--- src/rtl/msk_encoder_pkg.sv ---
// Shared types and sizing helpers for the masked share encoder.
package msk_encoder_pkg;

  typedef enum logic [1:0] {
    IDLE = 2'd0,
    RUN  = 2'd1,
    DONE = 2'd2
  } state_e;

  // Number of randomness transfers needed to encode one word.
  function automatic int unsigned nchunk(input int unsigned nbits, input int unsigned chunk);
    return nbits / chunk;
  endfunction

  // Chunk counter width; at least one bit even for a single-chunk word.
  function automatic int unsigned cnt_width(input int unsigned nbits, input int unsigned chunk);
    int unsigned n;
    n = nbits / chunk;
    return (n <= 1) ? 1 : $clog2(n);
  endfunction

endpackage

--- src/rtl/msk_share_chunk.sv ---
// Combinational per-chunk Boolean sharing: shares 0..d-2 come straight from
// the random bits, share d-1 absorbs the data bit. Output is bit-interleaved
// (share j of bit k at index d*k+j).
module msk_share_chunk #(
  parameter int unsigned d     = 2,
  parameter int unsigned CHUNK = 32
) (
  input  logic [CHUNK-1:0]       data_chunk_i,
  input  logic [(d-1)*CHUNK-1:0] rnd_i,
  output logic [d*CHUNK-1:0]     shares_c_o
);

  // Build the d shares of every bit in the chunk.
  always_comb begin
    logic acc;
    shares_c_o = '0;
    acc        = 1'b0;
    for (int k = 0; k < CHUNK; k++) begin
      acc = data_chunk_i[k];
      for (int j = 0; j < d - 1; j++) begin
        shares_c_o[d*k+j] = rnd_i[j*CHUNK+k];
        acc               = acc ^ rnd_i[j*CHUNK+k];
      end
      shares_c_o[d*k+d-1] = acc;
    end
  end

endmodule

--- src/rtl/msk_share_encoder.sv ---
// Masked encoder: serially turns an unshared Nbits word into its d-share
// interleaved Boolean sharing, consuming one (d-1)*CHUNK random word per chunk.
// Optional feature: MSK_ENCODER_ZEROIZE_EN clears the data register on DONE
// entry and the sharing register on DONE exit.
module msk_share_encoder
  import msk_encoder_pkg::*;
#(
  parameter int unsigned d     = 2,
  parameter int unsigned Nbits = 128,
  parameter int unsigned CHUNK = 32
) (
  input  logic                   clk,
  input  logic                   pre_syn_rst,
  input  logic                   start,
  input  logic [Nbits-1:0]       data_in,
  input  logic [(d-1)*CHUNK-1:0] rnd_in,
  input  logic                   rnd_valid,
  output logic                   rnd_ready,
  output logic [d*Nbits-1:0]     sharing_out,
  output logic                   sharing_valid,
  input  logic                   out_ack,
  output logic                   busy
);

  localparam int unsigned NCHUNK = nchunk(Nbits, CHUNK);
  localparam int unsigned CNT_W  = cnt_width(Nbits, CHUNK);
  localparam int unsigned SH_W   = d * CHUNK;

  state_e             state_q, state_d;
  logic [CNT_W-1:0]   cnt_q, cnt_d;
  logic [Nbits-1:0]   data_q, data_d;
  logic [d*Nbits-1:0] sharing_q, sharing_d;
  logic               rnd_ready_q, sharing_valid_q, busy_q;

  logic [CHUNK-1:0]   data_chunk_c;
  logic [SH_W-1:0]    shares_c;
  logic               xfer_c;

  assign xfer_c = rnd_valid & rnd_ready_q;

  // Select the data chunk addressed by the counter.
  always_comb begin
    data_chunk_c = '0;
    for (int c = 0; c < NCHUNK; c++) begin
      if (cnt_q == CNT_W'(c)) data_chunk_c = data_q[c*CHUNK +: CHUNK];
    end
  end

  msk_share_chunk #(
    .d     (d),
    .CHUNK (CHUNK)
  ) u_chunk (
    .data_chunk_i (data_chunk_c),
    .rnd_i        (rnd_in),
    .shares_c_o   (shares_c)
  );

  // Next-state, counter and datapath register updates.
  always_comb begin
    state_d   = state_q;
    cnt_d     = cnt_q;
    data_d    = data_q;
    sharing_d = sharing_q;
    case (state_q)
      IDLE: begin
        if (start) begin
          data_d  = data_in;
          cnt_d   = '0;
          state_d = RUN;
        end
      end
      RUN: begin
        if (xfer_c) begin
          for (int c = 0; c < NCHUNK; c++) begin
            if (cnt_q == CNT_W'(c)) sharing_d[c*SH_W +: SH_W] = shares_c;
          end
          cnt_d = cnt_q + CNT_W'(1);
          if (cnt_q == CNT_W'(NCHUNK - 1)) begin
            state_d = DONE;
`ifdef MSK_ENCODER_ZEROIZE_EN
            data_d  = '0;
`endif
          end
        end
      end
      DONE: begin
        if (out_ack) begin
          state_d   = IDLE;
`ifdef MSK_ENCODER_ZEROIZE_EN
          sharing_d = '0;
`endif
        end
      end
      default: state_d = IDLE;
    endcase
  end

  // State and datapath registers; status flags registered from the next state.
  always_ff @(posedge clk) begin
    if (pre_syn_rst) begin
      state_q         <= IDLE;
      cnt_q           <= '0;
      data_q          <= '0;
      sharing_q       <= '0;
      rnd_ready_q     <= 1'b0;
      sharing_valid_q <= 1'b0;
      busy_q          <= 1'b0;
    end else begin
      state_q         <= state_d;
      cnt_q           <= cnt_d;
      data_q          <= data_d;
      sharing_q       <= sharing_d;
      rnd_ready_q     <= (state_d == RUN);
      sharing_valid_q <= (state_d == DONE);
      busy_q          <= (state_d != IDLE);
    end
  end

  assign rnd_ready     = rnd_ready_q;
  assign sharing_valid = sharing_valid_q;
  assign busy          = busy_q;
  assign sharing_out   = sharing_q;

endmodule

--- config.mk ---
export PLATFORM = sky130hd
export DESIGN_NAME = msk_share_encoder
export DESIGN_NICKNAME = d
export VERILOG_FILES = /design/src/rtl/msk_encoder_pkg.sv /design/src/rtl/msk_share_chunk.sv /design/src/rtl/msk_share_encoder.sv
export SDC_FILE = /design/constraint.sdc
export NUM_CORES = 1
export LEC_CHECK = 0
export BUFFER_PORTS_ARGS = -buffer_cell sky130_fd_sc_hd__clkbuf_2
export CAP_MARGIN = 20
export CORE_MARGIN = 1
export CORE_UTILIZATION = 52
export CTS_CLUSTER_DIAMETER = 100
export DETAILED_ROUTE_END_ITERATION = 10
export PLACE_DENSITY = 0.82
export SLEW_MARGIN = 20
export SYNTH_ARGS = -nofsm -noshare
export SYNTH_HDL_FRONTEND = slang
export SYNTH_SLANG_ARGS = --single-unit
--- constraint.sdc ---
create_clock -name clk -period 2.4 [get_ports clk]
set_clock_uncertainty 0.1 [all_clocks]
set_input_delay 0.24 -clock clk [delete_from_list [all_inputs] [get_ports clk]]
set_output_delay 0.24 -clock clk [all_outputs]
set_load 0.05 [all_outputs]
==> impl_metrics.yaml, run 1 <==
setup_path:
  worstPathCellList: "inv_1 -> ha_2 -> buf_12 -> nor3b_1 -> a211oi_1 -> xnor2_1 -> a211oi_2"
  critical_path_depth: 7
  r2r_cells: 7
  criticalPathCategory: "flop to flop"
  path_delay_family: "compound AO/OA/AOI/OAI gates"
  crit_slowest_cell: "a211oi_1"
  worst-endpoint-required_ps: 2730
  cpPeakStageDelay_ps: 540
  cp.buffers_inverters: 2
  crit_path_max_fo: 24
  critPathLaunchType: "flop"
  setup.worst_path.end_class: "flop"
  critical_path_arrival_ps: 2650
  worst-r2r-setup-slack_ps: 80
floorplan:
  die_h_microns: 172
  core-area_sq_mm: 0.0281
  initial_utilization_pct: 53.5
  floorplan.die_area_sq_mm: 0.0296
  chipWidth_microns: 172
  design.portCount: 424
  rows: 61
place:
  placedInstanceArea_sq_mm: 0.0174
  dpl.hpwl_microns: 33600
  dp_slack_ps: -82.8
  port-buffer-count: 423
  gp_congestion: 0.875
timing:
  timing_hold_violations_final: 0
  timing_max_transition_violations_final: 0
  period_minus_slack_ps: 2320
  setup-violations-final: 0
  tightest_slew_ps: 669
  finalCritPeriodShare_pct: 96.6
  max_freq_ghz: 0.431
  finalSetupTns_ps: 0
  grt_setup_unrepaired: "false"
  hold_slack_ps: 19.5
  final.setup.worst_slack_ps: 82.2
  maxSlewHeadroom_pct: 55.1
power_and_ir_drop:
  p_per_area_mw_per_mm2: 701
  cellLeakagePower_uw: 0.00805
  fin_total_pwr_uw: 14300
  power.ir.vdd_worst_mv: 0.445
global_routing:
  grt_antenna_before_repair: 1
  globalRouteTotalUtil_pct: 35.3
  grt_pass1_vias: 14600
  grt_pass1_wl_microns: 80300
  globalRouteOverflowTotal: 0
  maximum_number_of_pins_on_one_net_before_global_route_repair: 95
route:
  detail_route.vias_per_cell: 5.71
  firstDrtPassIters: 5
  vias: 15500
  dr.first_iter.drc_count: 1723
  drc: 0
  wire_per_inst_microns: 20.0
  drtAntennaViolNets: 0
  drt_wl_total_microns: 54400
clock_network:
  clock_tree_from_tritoncts: "done"
  cts_setup_buffers: 0
  clk_latency_ps: 510
  ctsLongestPathBuffers: 3
  clk_pin_slew_ps: 60
  cts_made_buffers: 39
  clockRootBuffer: "clkbuf_16"
  clock-sinks: 391
  clock_tree.htree_level_count: 2
flow_run:
  max_cap_viols: 0
worst_hold_path:
  hp-class: "primary input to flop"
  min_path_cells: 2
logic_synthesis:
  synth.avg_cell_area_sq_um: 8.34
  yosys.cell_types.count: 28
  synthCells: 1801
  netlist_area_before_placement_sq_mm: 0.0150
  ys_warns: 0
  synth.net_count: 1970
  post_synthesis_sequential_area_ratio_pct: 52.1
  synth.ff_latch_count: 391
final_layout:
  drive_above_1_share_pct: 24.2
  area_growth_syn_to_layout_pct: 36.3
  final_common_cell: "nand2_1"
  fin_area_sq_mm: 0.0205
  nets: 2479
  layout.cells.most_common_list: "nand2_1, clkbuf_2, dfxtp_1"
run_status:
  run_status: "finished, final reports clean"
## registers in the layout, summed over array words and instances, names as in the netlist
name           count
data_q           128
state_q            2
cnt_q              2
sharing_valid      1
busy               1
rnd_ready          1
sharing_out      256
## routing by layer
metal  share of wire [%]  vias up  track usage (%)
met2                  46     1032             55.8
met5                   0        -                0
met1                  39     7181             45.4
met4                 5.1        0             17.1
li1                    -     7070                -
met3                  10      222             7.94
## per-stage QoR
| stage | util (%) | instances |
|---|---|---|
| after floorplan | - | 1801 |
| after global placement | 62.0 | 2484 |
| after detailed placement | 62.0 | 2484 |
| after CTS | 72.5 | 2714 |
| after global routing | 72.9 | 2715 |
| final | 72.9 | 2715 |
## kinds of logic after synthesis
kind of cell,share of synthesized area (%)
compound gates,19.0
simple gates,21.2
flops,52.1
buf+inv,5.37
fa+ha+maj,0.333
xor+xnor,1.87
mux,0.0667
## Yosys cell counts (all sizes together)
cell type,count,share of area [%]
a41oi,2,0.12
nor3b,32,1.6
buf,85,3.5
nand2,518,13
nor2b,32,1.3
and2,4,0.22
and4b,1,0.067
nand2b,1,0.042
a211oi,192,10
nand3,2,0.067
inv,2,0.050
or2,1,0.042
ha,4,0.33
mux2i,1,0.067
clkbuf,73,1.8
a21oi,261,8.7
nand3b,32,1.6
xnor2,32,1.9
a21o,1,0.050
dfxtp,391,52
nor2,132,3.3
o21bai,1,0.050
o21ai,1,0.033
## path summary, 6_finish.rpt
kind	startpoint	endpoint
setup / recovery	cnt_q[0]	sharing_out[29]
hold / removal	pre_syn_rst	sharing_out[104]
setup reg to reg	cnt_q[0]	sharing_out[29]
hold reg to reg	data_q[37]	data_q[37]
## layout make-up
cell class / count / area (sq um)
Sequential cell: 391 / 7830
Fill cell: 1955 / 7620
Multi-Input combinational cell: 1250 / 6530
Timing Repair Buffer: 626 / 4330
Clock buffer: 58 / 1170
Tap cell: 378 / 473
Clock inverter: 9 / 128
Inverter: 2 / 7.51
Antenna cell: 1 / 2.50
## repair_timing
item	in CTS	in global routing
pin swaps	0	1
hold buffers	163	0
setup endpoints to repair	21	62
gates resized for setup	7	16
hold endpoints to repair	260	0
## worst reg2reg max path: cells and delay by family, from the launching register on
family | cells | cell delay, ps
AOI/OAI and AO/OA | 2 | 800
xor gates and xnor gates | 1 | 270
adders and majority gates | 1 | 240
buffers and inverters | 2 | 270
DFF | 1 | 440
and+or+nand+nor | 1 | 130
## where the power goes
group / switching [uW] / internal, uW / total, uW
Combinational: 847 / 546 / 1390
Clock: 2500 / 3690 / 6190
Sequential: 113 / 6650 / 6760
Power figures use the tool's default switching activity.
==> inputs of run 2 (changes only) <==
--- a/config.mk
+++ b/config.mk
@@ -11,7 +11,9 @@
 export CORE_UTILIZATION = 52
 export CTS_CLUSTER_DIAMETER = 100
 export DETAILED_ROUTE_END_ITERATION = 10
+export GPL_ROUTABILITY_DRIVEN = 0
 export PLACE_DENSITY = 0.82
+export SETUP_SLACK_MARGIN = 0.2
 export SLEW_MARGIN = 20
 export SYNTH_ARGS = -nofsm -noshare
 export SYNTH_HDL_FRONTEND = slang
==> run 2 against run 1 <==
  * Core utilization grew 1.0 points
  * Sequential power is essentially flat
  * Register-to-register slack gained 180 ps
  * Clock power is essentially flat
  * Via count grew 0.92%
  * Hold slack lost 1.3 ps
  * Maximum frequency grew 8.2%
  * Global-route usage grew 0.22 points
  * Sequential share of layout area shrank 0.52 points
  * Largest cell class unchanged
==> impl_metrics.yaml, run 2 (synthesis results as in run 1) <==
timing:
  maxSlewHeadroom_pct: 63.8
  timing_max_transition_violations_final: 0
  grt_setup_unrepaired: "false"
  finalCritPeriodShare_pct: 89.2
  setup-violations-final: 0
  tightest_slew_ps: 541
  max_freq_ghz: 0.467
  period_minus_slack_ps: 2140
  timing_hold_violations_final: 0
  hold_slack_ps: 18.2
clock_network:
  clockRootBuffer: "clkbuf_16"
  clk_latency_ps: 510
  clock-sinks: 391
  clock_tree_from_tritoncts: "done"
  cts_setup_buffers: 0
  clk_pin_slew_ps: 60
  cts_made_buffers: 39
  clock_tree.htree_level_count: 2
  ctsLongestPathBuffers: 3
final_layout:
  drive_above_1_share_pct: 25.8
  largest_reg_flops: 256
  nets: 2479
  final_common_cell: "nand2_1"
  final_cell_count_no_fill: 2714
  area_growth_syn_to_layout_pct: 38.2
  num_antenna_cells: 0
  layout.cells.most_common_list: "nand2_1, clkbuf_2, dfxtp_1"
route:
  dr.first_iter.drc_count: 1801
  vias: 15600
  drtAntennaViolNets: 0
  firstDrtPassIters: 6
  drc: 0
  detail_route.vias_per_cell: 5.77
  drt_wl_total_microns: 55400
  wire_per_inst_microns: 20.4
setup_path:
  worst-r2r-setup-slack_ps: 260
  regToRegStartpoint: "cnt_q[0]"
  setup.worst_path.end_class: "flop"
  worst-endpoint-required_ps: 2720
  critical_path.reg2reg.endpoint: "sharing_out[145]"
  criticalPathCategory: "flop to flop"
  critPathCapture: "sharing_out[145]"
  crit_start: "cnt_q[0]"
  crit_path_max_fo: 42
  critPathLaunchType: "flop"
  r2r_cells: 7
  critical_path_arrival_ps: 2460
global_routing:
  globalRouteOverflowTotal: 0
  grt_pass1_wl_microns: 80800
  globalRouteTotalUtil_pct: 35.5
  grt_pass1_vias: 14700
  maximum_number_of_pins_on_one_net_before_global_route_repair: 95
  grt_antenna_before_repair: 0
power_and_ir_drop:
  switching_share_pct: 24.2
  power.ir.vdd_worst_mv: 0.552
  cellLeakagePower_uw: 0.00816
  p_seq_share_pct: 47.0
  clock_power_share_pct: 43.0
  p_per_area_mw_per_mm2: 694
  combPwrFrac_pct: 10.1
  internal_power_uw: 10900
  total_switching_power_uw: 3490
floorplan:
  core-area_sq_mm: 0.0281
  design.portCount: 424
  floorplan.die_area_sq_mm: 0.0296
  die_h_microns: 172
  rows: 61
  initial_utilization_pct: 53.5
  chipWidth_microns: 172
place:
  dpl.hpwl_microns: 33600
  port-buffer-count: 423
  post-place-cells: 2484
run_status:
  run_status: "finished, final reports clean"
worst_hold_path:
  hp-class: "primary input to flop"
flow_run:
  max_cap_viols: 0
-- run 2: per-stage QoR --
stage          setup TNS [ps]  utilization (%)  cell area [sq um]  setup slack [ps]  total power, uW
2_1_floorplan               0                -              15000               501             7530
3_3_place_gp                0             62.0              17400              23.8             7970
3_5_place_dp             -531             62.0              17400             -82.8             8000
4_1_cts                     0             73.1              20500               191            14300
5_1_grt                     0             73.9              20700               146            14800
6_report                    0             73.9              20700               259            14400
-- run 2: worst min path at each step --
stage,start,to,slack (ps),depth (start not counted)
2_1_floorplan,data_in[0],data_q[0],280,2
3_3_place_gp,sharing_out[166],sharing_out[166],340,2
3_5_place_dp,sharing_out[82],sharing_out[82],350,2
4_1_cts,pre_syn_rst,sharing_out[104],10,2
5_1_grt,pre_syn_rst,sharing_out[104],20,2
6_report,pre_syn_rst,sharing_out[104],20,2
-- run 2: power by group through the flow --
| stage | Clock, uW | Combinational, uW | Sequential (uW) |
|---|---|---|---|
| after floorplan | 0 | 551 | 6980 |
| after global placement | 0 | 1080 | 6890 |
| after detailed placement | 0 | 1100 | 6900 |
| after CTS | 6190 | 1350 | 6760 |
| after global routing | 6470 | 1530 | 6770 |
| final | 6190 | 1450 | 6770 |
-- run 2: routing by layer --
metal,vias to the layer above,track usage (%),share of wire (%)
met2,1072,56.2,46
met5,-,0,0
li1,7065,-,-
met3,229,8.17,10
met1,7282,45.4,39
met4,0,17.4,5.2
-- run 2: layout make-up --
class / count / area [sq um]
Multi-Input combinational cell: 1250 / 6800
Tap cell: 378 / 473
Sequential cell: 391 / 7830
Clock inverter: 9 / 128
Inverter: 2 / 7.51
Clock buffer: 58 / 1170
Timing Repair Buffer: 626 / 4350
Fill cell: 1892 / 7340
-- run 2: timing repair --
action	4_1_cts	5_1_grt
endpoints found under the hold margin	260	0
pin swaps	1	3
gates resized for setup	36	36
cloned	0	0
hold buffers	163	0
endpoints found under the setup margin	110	118
-- run 2: critical path: stages (launching register included) --
cell	delay [ps]
dfxtp_2	350
inv_1	90
ha_2	240
buf_12	230
nor3b_1	470
a211oi_4	100
xnor2_2	190
a211oi_1	250
==> inputs of run 3 (changes only) <==
--- a/config.mk
+++ b/config.mk
@@ -6,7 +6,8 @@
 export NUM_CORES = 1
 export LEC_CHECK = 0
 export BUFFER_PORTS_ARGS = -buffer_cell sky130_fd_sc_hd__clkbuf_2
-export CAP_MARGIN = 20
+export CAP_MARGIN = 10
+export CORE_ASPECT_RATIO = 1.5
 export CORE_MARGIN = 1
 export CORE_UTILIZATION = 52
 export CTS_CLUSTER_DIAMETER = 100
@@ -18,3 +19,4 @@
 export SYNTH_ARGS = -nofsm -noshare
 export SYNTH_HDL_FRONTEND = slang
 export SYNTH_SLANG_ARGS = --single-unit
+export TNS_END_PERCENT = 30
==> run 3 against run 2 <==
  * Sequential power about the same
  * Sequential share of layout area increased by 0.44 points
  * Register-to-register slack got worse by 200 ps
  * Highest routed layer is now met5
  * Die area about the same
  * Non-clock buffer count unchanged
  * Sequential cell count unchanged
  * Largest cell class unchanged
  * Critical endpoint is now sharing_out[19]
  * Final cell count decreased by 1.1%
  * Maximum frequency decreased by 8.7%
  * Largest power group unchanged
  * Routed wire length decreased by 1.7%
  * Total power decreased by 1.6%
  * Worst setup slack got worse by 200 ps
==> impl_metrics.yaml, run 3 (synthesis results as in run 1) <==
run_status:
  run_status: "finished, final reports clean"
route:
  firstDrtPassIters: 7
  dr.first_iter.drc_count: 1527
  vias: 15600
  drc: 0
  detail_route.vias_per_cell: 5.82
  drt_wl_total_microns: 54400
  drtAntennaViolNets: 0
  wire_per_inst_microns: 20.3
timing:
  setup-violations-final: 0
  timing_hold_violations_final: 0
  timing_max_transition_violations_final: 0
  grt_setup_unrepaired: "true"
  finalCritPeriodShare_pct: 97.7
  tightest_slew_ps: 555
  period_minus_slack_ps: 2340
  max_freq_ghz: 0.427
  maxSlewHeadroom_pct: 62.7
clock_network:
  clock_tree_from_tritoncts: "done"
  ctsLongestPathBuffers: 3
  clockRootBuffer: "clkbuf_16"
  clk_latency_ps: 520
  clock_tree.htree_level_count: 2
  clk_pin_slew_ps: 60
  clock-sinks: 391
  cts_made_buffers: 36
floorplan:
  floorplan.die_area_sq_mm: 0.0296
  chipWidth_microns: 141
  initial_utilization_pct: 53.3
  rows: 75
  die_h_microns: 210
  core-area_sq_mm: 0.0282
  design.portCount: 424
power_and_ir_drop:
  total_switching_power_uw: 3410
  internal_power_uw: 10800
  switching_share_pct: 24.0
  fin_total_pwr_uw: 14200
  combPwrFrac_pct: 10.0
  p_seq_share_pct: 47.6
  cellLeakagePower_uw: 0.00810
  clock_power_share_pct: 42.4
  power.ir.vdd_worst_mv: 0.515
  p_per_area_mw_per_mm2: 691
global_routing:
  globalRouteTotalUtil_pct: 35.6
  grt_util_met2_pct: 56.6
  grt_pass1_wl_microns: 81500
  grt_antenna_before_repair: 3
  maximum_number_of_pins_on_one_net_before_global_route_repair: 91
  grt_pass1_vias: 14700
  met3_usage_pct: 8.00
  grt_most_used_layer: "met2"
  globalRouteOverflowTotal: 0
  globalRouteMet1Util_pct: 43.4
setup_path:
  worst-r2r-setup-slack_ps: 60
  setup.worst_path.end_class: "flop"
  crit_path_max_fo: 39
  criticalPathCategory: "flop to flop"
  regToRegStartpoint: "cnt_q[0]"
  worst-endpoint-required_ps: 2740
  critPathLaunchType: "flop"
  critical_path_arrival_ps: 2680
  critical_path.reg2reg.endpoint: "sharing_out[19]"
  crit_start: "cnt_q[0]"
  r2r_cells: 7
final_layout:
  final_common_cell: "nand2_1"
  final_cell_count_no_fill: 2683
  layout.cells.most_common_list: "nand2_1, clkbuf_2, dfxtp_1"
  area_growth_syn_to_layout_pct: 36.6
  largest_reg_flops: 256
  drive_above_1_share_pct: 24.8
  layout.filler_cells: 1898
  nets: 2476
  fin_area_sq_mm: 0.0205
worst_hold_path:
  holdPathEnd: "rnd_ready"
  hold_start: "start"
  min_path_cells: 3
  hp-class: "primary input to flop"
place:
  placedInstanceArea_sq_mm: 0.0174
  port-buffer-count: 423
  post-place-cells: 2451
  dpl.hpwl_microns: 32300
flow_run:
  max_cap_viols: 0
-- run 3: changes by cell type in the layout (fill, tap and decap cells not counted), sizes merged --
cell	delta
diode	+4
clkbuf	-2
clkinv	-2
clkinvlp	-2
inv	+2
bufinv	+1
-- run 3: power groups by stage --
| stage | sequential (uW) | combinational, uW | clock [uW] |
|---|---|---|---|
| floorplan | 6980 | 551 | 0 |
| global placement | 6890 | 1070 | 0 |
| detailed placement | 6890 | 1080 | 0 |
| CTS | 6750 | 1310 | 6030 |
| global route | 6760 | 1500 | 6330 |
| finish | 6760 | 1420 | 6010 |
-- run 3: layout make-up --
type,count,area [sq um],share of cell area (%)
flip-flops and latches,391,7830,38.2
inverters,2,7.51,0.0366
well taps,346,433,2.11
clock inverters,8,150,0.732
clock buffers,56,1090,5.30
multi-input cells,1250,6650,32.4
repair buffers,626,4350,21.2
diodes,4,10.0,0.0488
-- run 3: worst max path at each step --
stage | end | slack (ps)
final | sharing_out[19] | 60
after global routing | sharing_out[211] | -160
after CTS | sharing_out[155] | 170
after detailed placement | sharing_out[3] | 80
after global placement | sharing_out[3] | 110
after floorplan | sharing_out[25] | 500
-- run 3: critical path, stage by stage, from the launching register on --
cell      delay [ps]
dfxtp_2          350
inv_1             90
ha_2             300
buf_12           230
a211oi_1          80
a211oi_1         520
xnor2_1          260
a211oi_1         310
-- run 3: what timing repair did --
action / 4_1_cts / 5_1_grt
setup endpoints to repair: 28 / 128
hold buffers: 163 / 0
pin swaps: 1 / 3
endpoints found under the hold margin: 257 / 0
buffers inserted: 0 / 1
gates resized for setup: 4 / 36
-- run 3: per-layer routing --
layer,up-vias,share of wire [%]
met5,-,0.024
met4,2,6.9
met3,293,8.7
met2,1019,47
met1,7222,38
li1,7072,-
-- run 3: stage by stage --
step / setup slack (ps) / setup TNS [ps] / hold WS (ps) / utilization [%]
after floorplan: 501 / 0 / 276 / -
after global placement: 107 / 0 / 340 / 61.8
after detailed placement: 84.3 / 0 / 346 / 61.8
after CTS: 168 / 0 / 29.4 / 72.0
after global routing: -157 / -477 / 76.0 / 72.8
final: 55.4 / 0 / 56.9 / 72.9
